## src/rtl/orientation_sampler.sv

```systemverilog
// Measurement sequencer feeding orientation_math: averages a burst of fixes at the
// original spot, moves the rover one step, settles, averages a final burst, then runs the calculation.
//
// state      | meaning
// -----------+---------------------------------------------------------
// IDLE       | waiting for start after reset
// ORIG_REQ   | request one fix at the original spot
// ORIG_WAIT  | waiting for that fix (timed)
// MOVE       | command one forward step
// MOVE_WAIT  | waiting for the rover to finish moving (timed)
// SETTLE     | let the rover come to rest before the final burst
// FINAL_REQ  | request one fix at the final spot
// FINAL_WAIT | waiting for that fix (timed)
// CHECK      | reject a zero-movement pair, else kick orientation_math
// CALC_WAIT  | waiting for orientation_math done (timed)
// DONE       | result valid, ready for the next start
// ERROR      | cycle failed, ready for the next start
module orientation_sampler #(
  parameter int LOG2_SAMPLES   = 2,
  parameter int SETTLE_CYCLES  = 27000000,
  parameter int TIMEOUT_CYCLES = 54000000
) (
  input  logic        clock,
  input  logic        reset,
  input  logic        start,
  output logic        meas_req,
  input  logic        meas_valid,
  input  logic [11:0] meas_r_theta,
  output logic        move_cmd,
  input  logic        move_done,
  output logic [11:0] r_theta_original,
  output logic [11:0] r_theta_final,
  output logic        orient_enable,
  input  logic        orient_done,
  input  logic [4:0]  orient_value,
  output logic [4:0]  orientation,
  output logic        orientation_valid,
  output logic        busy,
  output logic        error
);

  localparam int SW   = 8 + LOG2_SAMPLES;
  localparam int CW   = LOG2_SAMPLES + 1;
  localparam int TMAX = (SETTLE_CYCLES > TIMEOUT_CYCLES) ? SETTLE_CYCLES : TIMEOUT_CYCLES;
  localparam int TW   = $clog2(TMAX + 1);
  localparam logic [TW-1:0] TO_LOAD  = TW'(TIMEOUT_CYCLES - 1);
  localparam logic [TW-1:0] SET_LOAD = TW'((SETTLE_CYCLES > 0) ? SETTLE_CYCLES - 1 : 0);
  localparam logic [CW-1:0] LAST     = CW'((1 << LOG2_SAMPLES) - 1);

  typedef enum logic [3:0] {
    IDLE, ORIG_REQ, ORIG_WAIT, MOVE, MOVE_WAIT, SETTLE,
    FINAL_REQ, FINAL_WAIT, CHECK, CALC_WAIT, DONE, ERROR
  } state_t;

  state_t        state, state_next;
  logic [SW-1:0] sum, sum_add, sum_shr;
  logic [CW-1:0] cnt;
  logic [TW-1:0] tmr;
  logic [7:0]    r_avg;
  logic          burst_last, idle_like, start_ok, tmr_zero, fix_in;

  assign sum_add    = sum + SW'(meas_r_theta[7:0]);
  assign sum_shr    = sum_add >> LOG2_SAMPLES;
  assign r_avg      = sum_shr[7:0];
  assign burst_last = (cnt == LAST);
  assign idle_like  = (state == IDLE) || (state == DONE) || (state == ERROR);
  assign start_ok   = idle_like && start;
  assign tmr_zero   = (tmr == '0);
  assign fix_in     = meas_valid && ((state == ORIG_WAIT) || (state == FINAL_WAIT));

  assign busy              = !idle_like;
  assign error             = (state == ERROR);
  assign orientation_valid = (state == DONE);

  always_comb begin
    state_next    = state;
    meas_req      = 1'b0;
    move_cmd      = 1'b0;
    orient_enable = 1'b0;
    case (state)
      IDLE, DONE, ERROR: if (start) state_next = ORIG_REQ;
      ORIG_REQ: begin
        meas_req   = 1'b1;
        state_next = ORIG_WAIT;
      end
      ORIG_WAIT: begin
        if (meas_valid)    state_next = burst_last ? MOVE : ORIG_REQ;
        else if (tmr_zero) state_next = ERROR;
      end
      MOVE: begin
        move_cmd   = 1'b1;
        state_next = MOVE_WAIT;
      end
      // A zero settle time skips SETTLE entirely rather than spending one cycle there.
      MOVE_WAIT: begin
        if (move_done)     state_next = (SETTLE_CYCLES == 0) ? FINAL_REQ : SETTLE;
        else if (tmr_zero) state_next = ERROR;
      end
      SETTLE: if (tmr_zero) state_next = FINAL_REQ;
      FINAL_REQ: begin
        meas_req   = 1'b1;
        state_next = FINAL_WAIT;
      end
      FINAL_WAIT: begin
        if (meas_valid)    state_next = burst_last ? CHECK : FINAL_REQ;
        else if (tmr_zero) state_next = ERROR;
      end
      CHECK: begin
        if (r_theta_final == r_theta_original) begin
          state_next = ERROR;
        end else begin
          orient_enable = 1'b1;
          state_next    = CALC_WAIT;
        end
      end
      CALC_WAIT: begin
        if (orient_done)   state_next = DONE;
        else if (tmr_zero) state_next = ERROR;
      end
      default: state_next = IDLE;
    endcase
  end

  always_ff @(posedge clock) begin
    if (!reset) begin
      state            <= IDLE;
      sum              <= '0;
      cnt              <= '0;
      tmr              <= '0;
      r_theta_original <= '0;
      r_theta_final    <= '0;
      orientation      <= '0;
    end else begin
      state <= state_next;
      // One shared down-counter: timeout budget in wait states, settle time in SETTLE.
      if (state_next != state) begin
        case (state_next)
          ORIG_WAIT, MOVE_WAIT, FINAL_WAIT, CALC_WAIT: tmr <= TO_LOAD;
          SETTLE:                                      tmr <= SET_LOAD;
          default:                                     tmr <= '0;
        endcase
      end else if (!tmr_zero) begin
        tmr <= tmr - TW'(1);
      end
      if (start_ok) begin
        sum <= '0;
        cnt <= '0;
      end else if (fix_in) begin
        if (burst_last) begin
          sum <= '0;
          cnt <= '0;
          if (state == ORIG_WAIT) r_theta_original <= {meas_r_theta[11:8], r_avg};
          else                    r_theta_final    <= {meas_r_theta[11:8], r_avg};
        end else begin
          sum <= sum_add;
          cnt <= cnt + CW'(1);
        end
      end
      if ((state == CALC_WAIT) && orient_done) orientation <= orient_value;
    end
  end

endmodule

```

## config.mk

```make
export PLATFORM = sky130hd
export DESIGN_NAME = orientation_sampler
export DESIGN_NICKNAME = d
export VERILOG_FILES = /design/src/rtl/orientation_sampler.sv
export SDC_FILE = /design/constraint.sdc
export NUM_CORES = 1
export LEC_CHECK = 0
export CORE_UTILIZATION = 61
export CTS_BUF_LIST = sky130_fd_sc_hd__clkbuf_4
export CTS_CLUSTER_SIZE = 8
export DETAILED_ROUTE_END_ITERATION = 12
export PLACE_DENSITY = 0.88
export SKIP_LAST_GASP = 1
export SYNTH_ARGS = -nofsm -noshare
export SYNTH_HDL_FRONTEND = slang
export SYNTH_SLANG_ARGS = --single-unit
```

## constraint.sdc

```tcl
create_clock -name clock -period 8 [get_ports clock]
set_clock_uncertainty 0.2 [all_clocks]
set_input_delay 1.2 -clock clock [delete_from_list [all_inputs] [get_ports clock]]
set_output_delay 1.2 -clock clock [all_outputs]
set_load 0.01 [all_outputs]
```

==> results_dict.tcl <==
set metrics [dict create \
    io_pins 58 \
    setup_viol 0 \
    synth_seq_cells 72 \
    coreArea_um2 6390 \
    synthFlopType "dfxtp_1" \
    rr_endpoint "tmr[8]$_SDFFE_PN0P_" \
    portBuffers 57 \
    hold_slack_ps 291 \
    clkLatencyLatePin_ps 410 \
    synth_warnings 0 \
    n_antenna_cell 0 \
    place_congestion 0.887 \
    syn_avg_cell_area_um2 8.05 \
    start_util 0.639 \
    nets 578 \
    holdCritPathClass "flop to flop" \
    grt_start_max_net_pins 33 \
    ys_types 58 \
    register_area_um2 1440 \
    cts_hold_buf 0 \
    vdd_drop_max_mv 0.260 \
    grt_use_met3 0.0772 \
    syn-cell-area_um2 4080 \
    grt_remaining_overflow 0 \
    track_usage 0.300 \
    clock_path_buffers 2 \
    async_flop_share 0 \
    seq_power_share 0.351 \
    die_w_um 83.8 \
    p_per_area_nw_per_um2 291 \
    max_clock_freq_mhz 261 \
    leakagePower_nw 1.91 \
    layout-drive-gt1-share 0.0639 \
    cp.required_ps 8120 \
    syn_to_final_growth_pct 17.0 \
    busiest_layer "met2" \
    p_int_w 0.000814 \
    vias 3900 \
    setup_slack_ps 4170 \
    grt_pass1_vias 3596 \
    grt_use_met1 0.386 \
    cts-buffers-inserted 9 \
    num-fill-cells 510 \
    arrival_ps 3950 \
    root_buffer "clkbuf_4" \
    crit_path_end_kind "flop" \
    outcome "complete, no violations" \
    dp_slack_ps 3780 \
    wirelength_um 10400 \
    cp_max_fo 15 \
    p_sw_w 0.000576 \
    drc 0 \
    comb_power_share 0.467 \
    hold_end "r_theta_final[11]$_SDFFE_PN0P_" \
    seq_area_frac_synth 0.353 \
    switching_share 0.414 \
    drv_cap 0 \
    first_pass_iters 7 \
    cts_tree "built" \
    drtIter0Drc 268 \
    relSlewSlack 0.469 \
    die_height_um 83.8 \
    fp-row-count 29 \
    startpoint "meas_valid" \
    r2r-start "tmr[0]$_SDFFE_PN0P_" \
    hp-start "r_theta_final[11]$_SDFFE_PN0P_" \
    start_kind "primary input" \
    finalHoldViolCount 0 \
    rsz0062_at_grt "false" \
    r2r_setup_slack_ps 4300 \
    dieArea_um2 7020 \
    vias_per_cell 6.24 \
    synth_edf_count 0 \
    clkSinkCount 72 \
    dp_hpwl_um 7340 \
    post_cts_resized 0 \
    worstMarginPinSlew_ps 795 \
    cts_setup_buffers 0 \
    wl_per_cell_um 16.7 \
    timing.setup.tns_ps 0 \
    multi_input_area_um2 2440 \
    total_power_w 0.00139 \
    path_class "primary input to flop" \
    synthCells 507 \
    syn_nets 541 \
    hold_depth 2 \
    fin_crit_ps 3830 \
    drv_slew 0 \
    clkTransAtPathRegs_ps 110 \
    grt_pass1_wl_um 17000 \
    antenna_found_initial 0 \
    met2_usage 0.492 \
    htreeDepth 3 \
    timing.final.crit_share 0.478 \
    ant_nets 0 \
    p_clk_frac 0.182 \
    reg2reg_depth 11 \
]
[power by group through the flow]
| stage | sequential (W) | clock [W] | combinational (W) |
|---|---|---|---|
| after floorplan | 0.000470 | 0 | 0.000553 |
| after global placement | 0.000490 | 0 | 0.000611 |
| after detailed placement | 0.000494 | 0 | 0.000630 |
| after CTS | 0.000486 | 0.000254 | 0.000637 |
| after global routing | 0.000498 | 0.000271 | 0.000711 |
| final | 0.000488 | 0.000253 | 0.000649 |
[through the flow]
step,util,instances,instance area [um2]
3_3_place_gp,0.724,610,4620
6_report,0.747,625,4770
2_1_floorplan,-,507,4080
4_1_cts,0.747,625,4770
5_1_grt,0.747,625,4770
3_5_place_dp,0.724,610,4620
[worst max-delay path by stage]
stage | endpoint | slack (ps) | cells after the start
after detailed placement | tmr[0]$_SDFFE_PN0P_ | 3780 | 9
after global placement | tmr[23]$_SDFFE_PN0P_ | 3880 | 9
after floorplan | tmr[15]$_SDFFE_PN0P_ | 4450 | 11
after global routing | tmr[0]$_SDFFE_PN0P_ | 4000 | 9
final | tmr[0]$_SDFFE_PN0P_ | 4170 | 9
after CTS | meas_req | 4190 | 3
[metal layers]
| metal | vias up | share of wire |
|---|---|---|
| li1 | 1881 | - |
| met4 | 0 | 0.018 |
| met2 | 155 | 0.47 |
| met3 | 20 | 0.078 |
| met5 | - | 0 |
| met1 | 1844 | 0.43 |
[critical path, stage by stage]
cell and delay [ps]:
clkdlybuf4s50_1 520, nor4bb_1 370, nor2_1 70, a21o_1 200, o211a_4 150, o22a_1 220, or4_1 670, and4_4 280
a211oi_1 250
[logic make-up (layout without fill, tap and decap cells)]
kind of cell	Yosys count	count (layout)	synth area share
AND/OR/NAND/NOR	205	205	0.258
AO/OA/AOI/OAI	125	125	0.202
flip-flops	72	72	0.353
buffers and inverters	47	88	0.0491
XOR/XNOR	41	41	0.0880
adder cells (fa/ha/maj)	11	11	0.0356
multiplexers	6	6	0.0147
[synthesized netlist by cell type (2+ instances only)]
cell,count,area [um2]
a211oi_1,9,67.6
nand4_1,3,18.8
a21o_1,4,30.0
nor4_1,9,56.3
clkbuf_1,24,90.1
nor2_1,45,169
o22a_1,2,17.5
xnor2_1,16,140
nor3b_1,3,22.5
o21ai_0,27,135
nor4_4,2,42.5
dfxtp_1,72,1440
nand3_1,14,70.1
a41oi_1,2,17.5
nand2b_1,5,31.3
a22oi_1,5,37.5
nor2b_1,5,31.3
buf_1,3,11.3
and3_1,7,43.8
nand3b_1,6,45.0
nand2_1,62,233
a211oi_2,7,87.6
buf_2,4,20.0
o211ai_1,2,15.0
buf_6,2,22.5
inv_1,13,48.8
nor3_1,19,95.1
a21oi_1,42,210
or3_1,6,37.5
a31oi_1,9,56.3
or4_1,7,52.6
or2_2,3,18.8
xor2_1,25,219
mux2i_1,6,60.1
a41o_1,5,50.1
ha_1,10,125
[state kept, by name (all words and copies together) (netlist names)]
register,cells
cnt,3
orientation,5
r_theta_final,12
r_theta_original,12
state,4
sum,10
tmr,26
[layout by cell type (no fill, tap or decap), types with 3 or more instances in the layout]
cell / synthesis / routed
o21ai_0: 27 / 27
dfxtp_1: 72 / 72
nand3b_1: 6 / 6
buf_4: 1 / 3
or2_2: 3 / 3
nand4_1: 3 / 3
nor3_1: 19 / 19
xnor2_1: 16 / 16
nand2_1: 62 / 62
nor2_1: 45 / 45
a21oi_1: 42 / 42
a211oi_1: 9 / 9
a22oi_1: 5 / 5
a31oi_1: 9 / 9
nand3_1: 14 / 14
xor2_1: 25 / 25
nand2b_1: 5 / 5
clkbuf_4: 0 / 10
ha_1: 10 / 10
clkdlybuf4s50_1: 0 / 57
or3_1: 6 / 6
a41o_1: 5 / 5
nor3b_1: 3 / 3
and3_1: 7 / 7
mux2i_1: 6 / 6
a211oi_2: 7 / 7
nor2b_1: 5 / 5
a21o_1: 4 / 4
inv_1: 13 / 13
or4_1: 7 / 7
nor4_1: 9 / 8
[layout make-up]
| cell class | count | share of cell area |
|---|---|---|
| Clock buffer | 10 | 0.0157 |
| Clock inverter | 5 | 0.0152 |
| Inverter | 13 | 0.0102 |
| Multi-Input combinational cell | 388 | 0.512 |
| Sequential cell | 72 | 0.302 |
| Tap cell | 77 | 0.0202 |
| Timing Repair Buffer | 60 | 0.124 |
Note: power is estimated with default switching activity, not from simulation.
